<file path="config.mk">
export PLATFORM = sky130hd
export DESIGN_NAME = multi_alarm_core_flat
export DESIGN_NICKNAME = d
export VERILOG_FILES = /design/src/rtl/multi_alarm_core_if.sv /design/src/rtl/multi_alarm_core.sv /design/src/flat_wrapper.sv
export SDC_FILE = /design/constraint.sdc
export NUM_CORES = 1
export LEC_CHECK = 0
export BUFFER_PORTS_ARGS = -buffer_cell sky130_fd_sc_hd__buf_2
export CAP_MARGIN = 20
export CORE_MARGIN = 2
export CORE_UTILIZATION = 35
export CTS_CLUSTER_DIAMETER = 40
export DETAILED_ROUTE_END_ITERATION = 7
export SYNTH_ARGS = -nofsm -noshare
export SYNTH_HDL_FRONTEND = slang
export SYNTH_SLANG_ARGS = --single-unit
</file>
<file path="constraint.sdc">
create_clock -name clk -period 3.54 [get_ports clk]
set_clock_uncertainty 0.05 [all_clocks]
set_input_delay 0.177 -clock clk [delete_from_list [all_inputs] [get_ports clk]]
set_output_delay 0.177 -clock clk [all_outputs]
set_load 0.03 [all_outputs]
</file>
<file path="src/rtl/multi_alarm_core_if.sv">
// Bus bundle between the keyboard/controller side and the alarm core.
// The master drives the requests and loads; the slave (the core) drives
// the time, ring status and load-error pulse.
interface multi_alarm_core_if #(
    parameter int NUM_ALARMS = 4,
    parameter int ALW        = (NUM_ALARMS > 1) ? $clog2(NUM_ALARMS) : 1
);
    logic            one_minute;
    logic            load_time;
    logic [15:0]     time_in;
    logic            load_alarm;
    logic [ALW-1:0]  alarm_sel;
    logic [15:0]     alarm_in;
    logic            alarm_en_in;
    logic            snooze;
    logic            stop_alarm;

    logic [15:0]     current_time;
    logic            sound_alarm;
    logic            snoozing;
    logic [ALW-1:0]  active_alarm;
    logic [3:0]      snooze_count;
    logic            load_err;

    modport master (
        output one_minute, load_time, time_in, load_alarm, alarm_sel,
               alarm_in, alarm_en_in, snooze, stop_alarm,
        input  current_time, sound_alarm, snoozing, active_alarm,
               snooze_count, load_err
    );

    modport slave (
        input  one_minute, load_time, time_in, load_alarm, alarm_sel,
               alarm_in, alarm_en_in, snooze, stop_alarm,
        output current_time, sound_alarm, snoozing, active_alarm,
               snooze_count, load_err
    );
endinterface

</file>
<file path="src/rtl/multi_alarm_core.sv">
// Timekeeping and alarm engine: 24-hour BCD HH:MM clock, NUM_ALARMS
// enable-gated alarm slots, and a ring/snooze state machine with a snooze
// limit and an unanswered-ring auto-off timeout.
module multi_alarm_core #(
    parameter int NUM_ALARMS       = 4,
    parameter int SNOOZE_MIN       = 9,
    parameter int MAX_SNOOZE       = 3,
    parameter int RING_TIMEOUT_MIN = 30,
    parameter int ALW              = (NUM_ALARMS > 1) ? $clog2(NUM_ALARMS) : 1
) (
    input  logic                  clk,
    input  logic                  reset_n,
    multi_alarm_core_if.slave     bus
);

    typedef enum logic [1:0] {
        ST_IDLE,
        ST_RING,
        ST_SNOOZE
    } state_t;

    // A BCD HH:MM word is legal only as a real time of day 00:00..23:59.
    function automatic logic bcd_valid(input logic [15:0] v);
        return (v[15:12] <= 4'd2) && (v[11:8] <= 4'd9) &&
               (v[7:4]   <= 4'd5) && (v[3:0]  <= 4'd9) &&
               ((v[15:12] < 4'd2) || (v[11:8] <= 4'd3));
    endfunction

    // One-minute BCD increment with ripple carries and 23:59 -> 00:00 wrap.
    function automatic logic [15:0] bcd_inc(input logic [15:0] v);
        logic [3:0] h1, h0, m1, m0;
        {h1, h0, m1, m0} = v;
        if (v == 16'h2359) begin
            return 16'h0000;
        end
        if (m0 == 4'd9) begin
            m0 = 4'd0;
            if (m1 == 4'd5) begin
                m1 = 4'd0;
                if (h0 == 4'd9) begin
                    h0 = 4'd0;
                    h1 = h1 + 4'd1;
                end else begin
                    h0 = h0 + 4'd1;
                end
            end else begin
                m1 = m1 + 4'd1;
            end
        end else begin
            m0 = m0 + 4'd1;
        end
        return {h1, h0, m1, m0};
    endfunction

    // Time-of-day and alarm slot storage.
    logic [15:0]     r_time;
    logic [15:0]     r_alarm_time [NUM_ALARMS];
    logic            r_alarm_en   [NUM_ALARMS];
    logic            r_load_err;
    logic            r_match_pend;
    logic [ALW-1:0]  r_match_idx;

    // Ring/snooze control state.
    state_t          r_state;
    logic [ALW-1:0]  r_active;
    logic [3:0]      r_snooze_cnt;
    logic [7:0]      r_ring_min;
    logic [5:0]      r_countdown;

    state_t          w_state_next;
    logic [ALW-1:0]  w_active_next;
    logic [3:0]      w_snooze_cnt_next;
    logic [7:0]      w_ring_min_next;
    logic [5:0]      w_countdown_next;

    logic            w_time_ok;
    logic            w_alarm_ok;
    logic            w_sel_ok;
    logic            w_time_wr;
    logic            w_alarm_wr;
    logic            w_load_rej;
    logic            w_tick_adv;
    logic            w_cancel;
    logic [15:0]     w_time_inc;
    logic [NUM_ALARMS-1:0] w_match;
    logic [ALW-1:0]  w_match_idx;

    assign w_time_ok  = bcd_valid(bus.time_in);
    assign w_alarm_ok = bcd_valid(bus.alarm_in);
    assign w_sel_ok   = ({1'b0, bus.alarm_sel} < (ALW+1)'(NUM_ALARMS));
    assign w_time_wr  = bus.load_time & w_time_ok;
    assign w_alarm_wr = bus.load_alarm & w_alarm_ok & w_sel_ok;
    assign w_load_rej = (bus.load_time & ~w_time_ok) |
                        (bus.load_alarm & ~(w_alarm_ok & w_sel_ok));
    // Any load_time in the cycle suppresses the tick's alarm evaluation.
    assign w_tick_adv = bus.one_minute & ~bus.load_time;
    assign w_time_inc = bcd_inc(r_time);
    // Rewriting the slot that owns the current episode ends that episode.
    assign w_cancel   = bus.load_alarm & w_sel_ok & (bus.alarm_sel == r_active);

    // Per-slot comparators against the post-increment time, and slot write.
    generate
        for (genvar gi = 0; gi < NUM_ALARMS; gi++) begin : g_slot
            assign w_match[gi] = r_alarm_en[gi] && (r_alarm_time[gi] == w_time_inc);

            // Slot register: cleared on reset, written by a valid load_alarm.
            always_ff @(posedge clk) begin
                if (!reset_n) begin
                    r_alarm_time[gi] <= 16'h0000;
                    r_alarm_en[gi]   <= 1'b0;
                end else if (w_alarm_wr && (bus.alarm_sel == ALW'(gi))) begin
                    r_alarm_time[gi] <= bus.alarm_in;
                    r_alarm_en[gi]   <= bus.alarm_en_in;
                end
            end
        end
    endgenerate

    // Lowest-index matching slot wins.
    always_comb begin
        w_match_idx = '0;
        for (int i = NUM_ALARMS - 1; i >= 0; i--) begin
            if (w_match[i]) begin
                w_match_idx = ALW'(i);
            end
        end
    end

    // Time counter, load-error pulse and the registered match that the FSM
    // consumes one edge after the time update.
    always_ff @(posedge clk) begin
        if (!reset_n) begin
            r_time       <= 16'h0000;
            r_load_err   <= 1'b0;
            r_match_pend <= 1'b0;
            r_match_idx  <= '0;
        end else begin
            if (w_time_wr) begin
                r_time <= bus.time_in;
            end else if (bus.one_minute) begin
                r_time <= w_time_inc;
            end
            r_load_err   <= w_load_rej;
            r_match_pend <= w_tick_adv & (|w_match);
            r_match_idx  <= w_match_idx;
        end
    end

    // FSM state and episode counters register.
    always_ff @(posedge clk) begin
        if (!reset_n) begin
            r_state      <= ST_IDLE;
            r_active     <= '0;
            r_snooze_cnt <= 4'd0;
            r_ring_min   <= 8'd0;
            r_countdown  <= 6'd0;
        end else begin
            r_state      <= w_state_next;
            r_active     <= w_active_next;
            r_snooze_cnt <= w_snooze_cnt_next;
            r_ring_min   <= w_ring_min_next;
            r_countdown  <= w_countdown_next;
        end
    end

    // Next-state logic: stop/cancel beat snooze, snooze beats the minute tick.
    always_comb begin
        w_state_next      = r_state;
        w_active_next     = r_active;
        w_snooze_cnt_next = r_snooze_cnt;
        w_ring_min_next   = r_ring_min;
        w_countdown_next  = r_countdown;
        case (r_state)
            ST_IDLE: begin
                if (r_match_pend) begin
                    w_state_next      = ST_RING;
                    w_active_next     = r_match_idx;
                    w_snooze_cnt_next = 4'd0;
                    w_ring_min_next   = 8'd0;
                end
            end
            ST_RING: begin
                if (w_cancel || bus.stop_alarm) begin
                    w_state_next      = ST_IDLE;
                    w_snooze_cnt_next = 4'd0;
                end else if (bus.snooze && (r_snooze_cnt < 4'(MAX_SNOOZE))) begin
                    w_state_next      = ST_SNOOZE;
                    w_countdown_next  = 6'(SNOOZE_MIN);
                    w_snooze_cnt_next = r_snooze_cnt + 4'd1;
                end else if (bus.one_minute) begin
                    if (r_ring_min == 8'(RING_TIMEOUT_MIN - 1)) begin
                        w_state_next      = ST_IDLE;
                        w_snooze_cnt_next = 4'd0;
                    end else begin
                        w_ring_min_next = r_ring_min + 8'd1;
                    end
                end
            end
            ST_SNOOZE: begin
                if (w_cancel || bus.stop_alarm) begin
                    w_state_next      = ST_IDLE;
                    w_snooze_cnt_next = 4'd0;
                end else if (bus.one_minute) begin
                    if (r_countdown == 6'd1) begin
                        w_state_next    = ST_RING;
                        w_ring_min_next = 8'd0;
                    end else begin
                        w_countdown_next = r_countdown - 6'd1;
                    end
                end
            end
            default: begin
                w_state_next      = ST_IDLE;
                w_snooze_cnt_next = 4'd0;
            end
        endcase
    end

    assign bus.current_time = r_time;
    assign bus.sound_alarm  = (r_state == ST_RING);
    assign bus.snoozing     = (r_state == ST_SNOOZE);
    assign bus.active_alarm = r_active;
    assign bus.snooze_count = r_snooze_cnt;
    assign bus.load_err     = r_load_err;

endmodule
</file>
<file path="src/flat_wrapper.sv">
// flat-port wrapper written by rule: the top's interface ports become plain ports
module multi_alarm_core_flat 
#(
    parameter int NUM_ALARMS       = 4,
    parameter int SNOOZE_MIN       = 9,
    parameter int MAX_SNOOZE       = 3,
    parameter int RING_TIMEOUT_MIN = 30,
    parameter int ALW              = (NUM_ALARMS > 1) ? $clog2(NUM_ALARMS) : 1
)
  (clk, reset_n, bus_one_minute, bus_load_time, bus_time_in, bus_load_alarm, bus_alarm_sel, bus_alarm_in, bus_alarm_en_in, bus_snooze, bus_stop_alarm, bus_current_time, bus_sound_alarm, bus_snoozing, bus_active_alarm, bus_snooze_count, bus_load_err);
  multi_alarm_core_if #(.NUM_ALARMS(NUM_ALARMS), .ALW(ALW)) bus_i ();
  input  logic clk;
  input  logic reset_n;
  input wire logic [$bits(bus_i.one_minute)-1:0] bus_one_minute;
  input wire logic [$bits(bus_i.load_time)-1:0] bus_load_time;
  input wire logic [$bits(bus_i.time_in)-1:0] bus_time_in;
  input wire logic [$bits(bus_i.load_alarm)-1:0] bus_load_alarm;
  input wire logic [$bits(bus_i.alarm_sel)-1:0] bus_alarm_sel;
  input wire logic [$bits(bus_i.alarm_in)-1:0] bus_alarm_in;
  input wire logic [$bits(bus_i.alarm_en_in)-1:0] bus_alarm_en_in;
  input wire logic [$bits(bus_i.snooze)-1:0] bus_snooze;
  input wire logic [$bits(bus_i.stop_alarm)-1:0] bus_stop_alarm;
  output wire logic [$bits(bus_i.current_time)-1:0] bus_current_time;
  output wire logic [$bits(bus_i.sound_alarm)-1:0] bus_sound_alarm;
  output wire logic [$bits(bus_i.snoozing)-1:0] bus_snoozing;
  output wire logic [$bits(bus_i.active_alarm)-1:0] bus_active_alarm;
  output wire logic [$bits(bus_i.snooze_count)-1:0] bus_snooze_count;
  output wire logic [$bits(bus_i.load_err)-1:0] bus_load_err;
  assign bus_i.one_minute = bus_one_minute;
  assign bus_i.load_time = bus_load_time;
  assign bus_i.time_in = bus_time_in;
  assign bus_i.load_alarm = bus_load_alarm;
  assign bus_i.alarm_sel = bus_alarm_sel;
  assign bus_i.alarm_in = bus_alarm_in;
  assign bus_i.alarm_en_in = bus_alarm_en_in;
  assign bus_i.snooze = bus_snooze;
  assign bus_i.stop_alarm = bus_stop_alarm;
  assign bus_current_time = bus_i.current_time;
  assign bus_sound_alarm = bus_i.sound_alarm;
  assign bus_snoozing = bus_i.snoozing;
  assign bus_active_alarm = bus_i.active_alarm;
  assign bus_snooze_count = bus_i.snooze_count;
  assign bus_load_err = bus_i.load_err;
  multi_alarm_core #(.NUM_ALARMS(NUM_ALARMS), .SNOOZE_MIN(SNOOZE_MIN), .MAX_SNOOZE(MAX_SNOOZE), .RING_TIMEOUT_MIN(RING_TIMEOUT_MIN), .ALW(ALW)) u_core (.clk(clk), .reset_n(reset_n), .bus(bus_i));
endmodule
</file>
Word-level counts from Yosys, hierarchy flattened. Memory sizes are Yosys's and may differ from the RTL's. Index checks and enable logic that the tools add are counted.

Add/sub/neg operators: 7. $lt $le $gt $ge: 13. Equality and inequality tests: 31. Mux-type cells: 69. Bitwise logic cells: 20. Reductions and logical operators: 33.

Operators by type and width (number): 16-bit 2-to-1 mux (8); 16-bit equality test (4); 8-bit 2-to-1 mux (8); 4-bit 2-to-1 mux (15); 6-bit 2-to-1 mux (5); 8-bit case mux with 3 select lines (1); 4-bit by 1-bit adder with 4-bit output, second input constant (5); 2-bit 2-to-1 mux (10); 1-bit 2-to-1 mux (19); 1-bit logical AND (17); 16-bit by 14-bit equality test with 1-bit output, second input constant (1); 4-bit by 2-bit less-or-equal comparator with 1-bit output, second input constant (4); 4-bit less-or-equal comparator, second input constant (4); 2-bit != test, second input constant (7); 4-bit by 2-bit less-than comparator with 1-bit output, second input constant (3); 4-bit case mux with 3 select lines (1); 6-bit case mux with 2 select lines (1); 1-bit bitwise OR (9); 9-bit AND reduction (1); 8-bit by 1-bit adder with 8-bit output, second input constant (1); 4-bit equality test, second input constant (2); 8-bit by 5-bit equality test with 1-bit output, second input constant (1); 4-bit by 3-bit less-or-equal comparator with 1-bit output, second input constant (2); 2-bit by 1-bit != test with 1-bit output, second input constant (4); other kinds (24) (40).

Bits in registers: 42. Memory bits (writable): 68. Input port bits: 42. Logic and storage cells: 185. Memories kept: 2.

Memories: u_core.r_alarm_time (words 4, width 16, rd ports 4, clocked after memory_dff 0, wr ports 4, RTL line multi_alarm_core.sv:57) `logic [15:0] r_alarm_time [NUM_ALARMS];`; u_core.r_alarm_en (words 4, width 1, rd ports 4, clocked after memory_dff 0, wr ports 4, RTL line multi_alarm_core.sv:58) `logic r_alarm_en [NUM_ALARMS];`.

Logic depth before layout (Yosys ltp).
Word-level depth: 11. Gate-level depth with buffers: 13. Mapped depth without buffers: 10.

Worst setup path after synthesis. Ideal clock, no wire load.

Kind: register to register. Start point: reg u_core.r_time[1] (netlist: u_core.bus.current_time[1]). End point: reg u_core.r_match_pend. Arrival: 2.904 ns. Data required time: 3.402 ns. Slack: 0.498 ns. Stages on the path, launching flop included: 14. Clock period less this slack: 3.042 ns. Cell sequence: dfxtp_1 -> inv_1 -> ha_1 -> buf_2 -> and4b_1 -> buf_4 -> and3_1 -> buf_4 -> a32oi_1 -> nand4_1 -> a2111o_1 -> a2111oi_4 -> nor2_2 -> a311oi_2.

Longest elaborated chain between the ends: 7. Elaborated cells on any way between the ends: 19. Those cells by class: 1 x add/sub; 6 x eq/ne; 6 x mux; 1 x bitwise; 5 x reduce/logical.

RTL lines: start: declaration (RTL line multi_alarm_core.sv:56) `logic [15:0] r_time;`; start signal: assignment (RTL line multi_alarm_core.sv:139) `r_time <= bus.time_in;`; start signal: assignment (RTL line multi_alarm_core.sv:141) `r_time <= w_time_inc;`; 4-bit by 1-bit adder with 4-bit output (tied with other cells) (RTL line multi_alarm_core.sv:50) `m0 = m0 + 4'd1;`; 4-bit 2-to-1 mux or 1-bit 2-to-1 mux (tied branches) (RTL line multi_alarm_core.sv:36, multi_alarm_core.sv:33); 16-bit 2-to-1 mux * (RTL line multi_alarm_core.sv:36) `if (m0 == 4'd9) begin`; 16-bit equality test (RTL line multi_alarm_core.sv:104) `assign w_match[gi] = r_alarm_en[gi] && (r_alarm_time[gi] == w_time_inc);`; 1-bit logical AND (RTL line multi_alarm_core.sv:104); 4-bit OR reduction * (RTL line multi_alarm_core.sv:144) `r_match_pend <= w_tick_adv & (|w_match);`; 1-bit bitwise AND * (RTL line multi_alarm_core.sv:144); end signal: assignment (RTL line multi_alarm_core.sv:144); end: declaration (RTL line multi_alarm_core.sv:60) `logic r_match_pend;`.

Mark *: on every way between the ends. The rest lies on a longest branch, timed or not. A chain may end at the register's enable or synchronous reset.

Final worst setup path. Ends and elaborated chain as after synthesis.

==> impl_metrics.json <==
{
  "htree_levels": 3,
  "grt_setup_unrepaired": "false",
  "drv_cap": 0,
  "outcome": "finished clean",
  "r2r_start": "u_core.bus.current_time[1]$_SDFFE_PN0P_",
  "power_density_mw_per_mm2": 406,
  "vias": 5759,
  "core_mm2": 0.0188,
  "syn_area_mm2": 0.00672,
  "syn_inst": 719,
  "cp-end-kind": "flop",
  "cts.sinks": 110,
  "insertion_delay_ns": 0.37,
  "p_int_w": 0.00222,
  "cts_tree": "built",
  "grt_antenna_before_repair": 0,
  "crit_path_frequent_cell": "a2111oi_0",
  "slowest_delay_ns": 0.59,
  "post-route-period-util": 0.922,
  "slew_violations": 0,
  "n_antenna_cell": 0,
  "fp.dieW_um": 143,
  "grt-ovfl-total": 0,
  "p_leak_nw": 2.89,
  "reg2reg_depth": 10,
  "avgSynthCellArea_um2": 9.35,
  "synth.most_common_cell": "nor2_1",
  "cts_buffer_depth": 2,
  "timing.fmax_ghz": 0.306,
  "die_area_mm2": 0.0203,
  "startpoint_type": "flop",
  "routed_wl_um": 19600,
  "row_count": 50,
  "crit_buf_inv": 1,
  "final_area_mm2": 0.00779,
  "dpl.hpwl_um": 14700,
  "swShare": 0.298,
  "slowest_stage": "and4b_1",
  "finalSetupViolations": 0,
  "path_depth": 10,
  "io_pins": 67,
  "grt_pass1_vias": 5291,
  "synth_edf_count": 67,
  "crit_path_end": "u_core.r_match_pend$_SDFF_PN0_",
  "route.detailed.drc": 0,
  "ctsResizeCount": 0,
  "synth_top_area_frac": 0.299,
  "ys_warn_count": 0,
  "fillers": 1844,
  "reg2reg_setup_slack_ns": 0.28,
  "async_flop_share": 0,
  "yosysTopAreaCell": "edfxtp_1",
  "cts.clk_slew.worst_paths_ns": 0.08,
  "p_sw_w": 0.000943,
  "place_area_mm2": 0.00744,
  "required_ns": 3.77,
  "die_h_um": 143,
  "drtIter0Drc": 652,
  "ys_ff_latch": 110,
  "gp_congestion": 1.07,
  "seqPwrFrac": 0.484,
  "yosys.cell_types.count": 81,
  "period_minus_slack_ns": 3.26,
  "track_usage": 0.198,
  "placedCellCount": 1020,
  "wl_per_cell_um": 18.8,
  "hold_class": "in2reg",
  "setup_tns_ns": 0,
  "yosysSeqAreaShare": 0.427,
  "arrival_ns": 3.50,
  "root_buffer": "clkbuf_16",
  "power.share.combinational": 0.175,
  "ys.flop_type": "edfxtp_1",
  "crit_chain": "inv_1, ha_1, and4b_1, and2_1, o32ai_1, a2111oi_0, nand4_1, a2111oi_0, nand2_1, a311oi_2",
  "drive_gt1_frac": 0.158,
  "port_buffers": 66,
  "path_class": "reg2reg",
  "hold_viol_final": 0,
  "initial_core_util": 0.358,
  "cts_buffers": 9,
  "relSlewSlack": 0.461,
  "critPathTopFamily": "simple AND/OR/NAND/NOR gates",
  "post_cts_buffers": 0,
  "grt_max_degree": 26,
  "tightest_slew_ns": 0.808,
  "r2r-end": "u_core.r_match_pend$_SDFF_PN0_",
  "cp-startpoint": "u_core.bus.current_time[1]$_SDFFE_PN0P_",
  "drt-pass1-iter-count": 6,
  "cp_max_fo": 12,
  "nNetsFinal": 852,
  "synth_common_cells": "nor2_1 (69), edfxtp_1 (67), and2_1 (59)",
  "cts_hold_buf": 4,
  "holdWs_ns": 0.0128,
  "synth.area.top_cells": "edfxtp_1 (30%), dfxtp_1 (13%), and2_1 (5.5%)",
  "vias_per_cell": 5.54,
  "synthToLayoutAreaGrowth_pct": 15.8,
  "worstHoldPathCells": 3,
  "grt_pass1_wl_um": 30600,
  "final_antenna_net_count": 0,
  "stdcell_count": 1040,
  "clkPwrFrac": 0.341,
  "peakVddDrop_mv": 0.206
}
## state kept, by name (all words and copies together) (netlist names)
register                 flops
u_core.r_match_idx           2
u_core.r_ring_min            8
u_core.bus.snooze_count      4
u_core.r_alarm_time         64
u_core.bus.load_err          1
u_core.bus.current_time     16
u_core.bus.active_alarm      2
u_core.r_match_pend          1
u_core.r_countdown           6
u_core.r_alarm_en            4
u_core.r_state               2
## area by class of cell
type,count,area (um^2),share of cell area
multi-input combinational,553,3600,0.462
clock buffer,9,225,0.0289
sequential,110,2870,0.369
tap,234,293,0.0376
clock inverter,7,86.3,0.0111
inverter,23,86.3,0.0111
timing repair buffer,104,626,0.0803
## power groups by stage
stage | logic (W) | clock network (W) | registers (W)
after floorplan | 0.000378 | 0 | 0.00154
after global placement | 0.000544 | 0 | 0.00156
after detailed placement | 0.000542 | 0 | 0.00156
after CTS | 0.000550 | 0.00111 | 0.00153
after global routing | 0.000615 | 0.00116 | 0.00155
final | 0.000553 | 0.00108 | 0.00153
## worst register-to-register path: stages (launching register included)
cell       delay [ns]
dfxtp_1          0.35
inv_1            0.09
ha_1             0.30
and4b_1          0.59
and2_1           0.23
o32ai_1          0.08
a2111oi_0        0.41
nand4_1          0.20
a2111oi_0        0.46
nand2_1          0.18
a311oi_2         0.25
## cell families (layout without fill, tap and decap cells)
family / after synthesis / in the layout / synth area share
and+or+nand+nor: 304 / 304 / 0.249
AOI/OAI and AO/OA: 159 / 159 / 0.169
DFF: 110 / 110 / 0.427
buffers and inverters: 67 / 143 / 0.0435
xor gates and xnor gates: 63 / 63 / 0.0841
adders and majority gates: 9 / 9 / 0.0168
muxes: 6 / 6 / 0.00912
other: 1 / 12 / 0.000558
## per-layer routing
| metal | vias up | global-route usage | wire length, um |
|---|---|---|---|
| met3 | 50 | 0.0525 | 1700 |
| met4 | 0 | 0.0724 | 638 |
| met5 | - | 0 | 0 |
| met2 | 260 | 0.283 | 8120 |
| met1 | 2664 | 0.286 | 9140 |
| li1 | 2785 | - | - |
## how the worst min path moves through the flow
stage / start / endpoint
floorplan: bus_load_time / u_core.r_match_pend$_SDFF_PN0_
detailed placement: bus_load_time / u_core.r_match_pend$_SDFF_PN0_
finish: bus_time_in[13] / u_core.bus.current_time[13]$_SDFFE_PN0P_
global placement: bus_load_time / u_core.r_match_pend$_SDFF_PN0_
global route: bus_time_in[9] / u_core.bus.current_time[9]$_SDFFE_PN0P_
CTS: bus_time_in[9] / u_core.bus.current_time[9]$_SDFFE_PN0P_
## metrics by stage
stage / setup WS, ns / power (W) / utilization
5_1_grt: 0.0682 / 0.00332 / 0.415
6_report: 0.275 / 0.00316 / 0.415
2_1_floorplan: 0.498 / 0.00192 / -
3_5_place_dp: 0.319 / 0.00210 / 0.396
3_3_place_gp: 0.418 / 0.00210 / 0.396
4_1_cts: 0.311 / 0.00319 / 0.415
## placed cells by master (no fill, tap or decap), types with 24 or more instances in the layout
cell / netlist / routed
a21oi_1: 30 / 30
and2_1: 59 / 59
dfxtp_1: 43 / 43
nor2_1: 69 / 69
edfxtp_1: 67 / 67
xor2_1: 29 / 29
buf_2: 9 / 66
buf_4: 4 / 34
o21ai_0: 28 / 24
nor3_1: 30 / 30
xnor2_1: 33 / 33
nand2_1: 38 / 38
No activity file was read; power rests on OpenSTA's default activity.
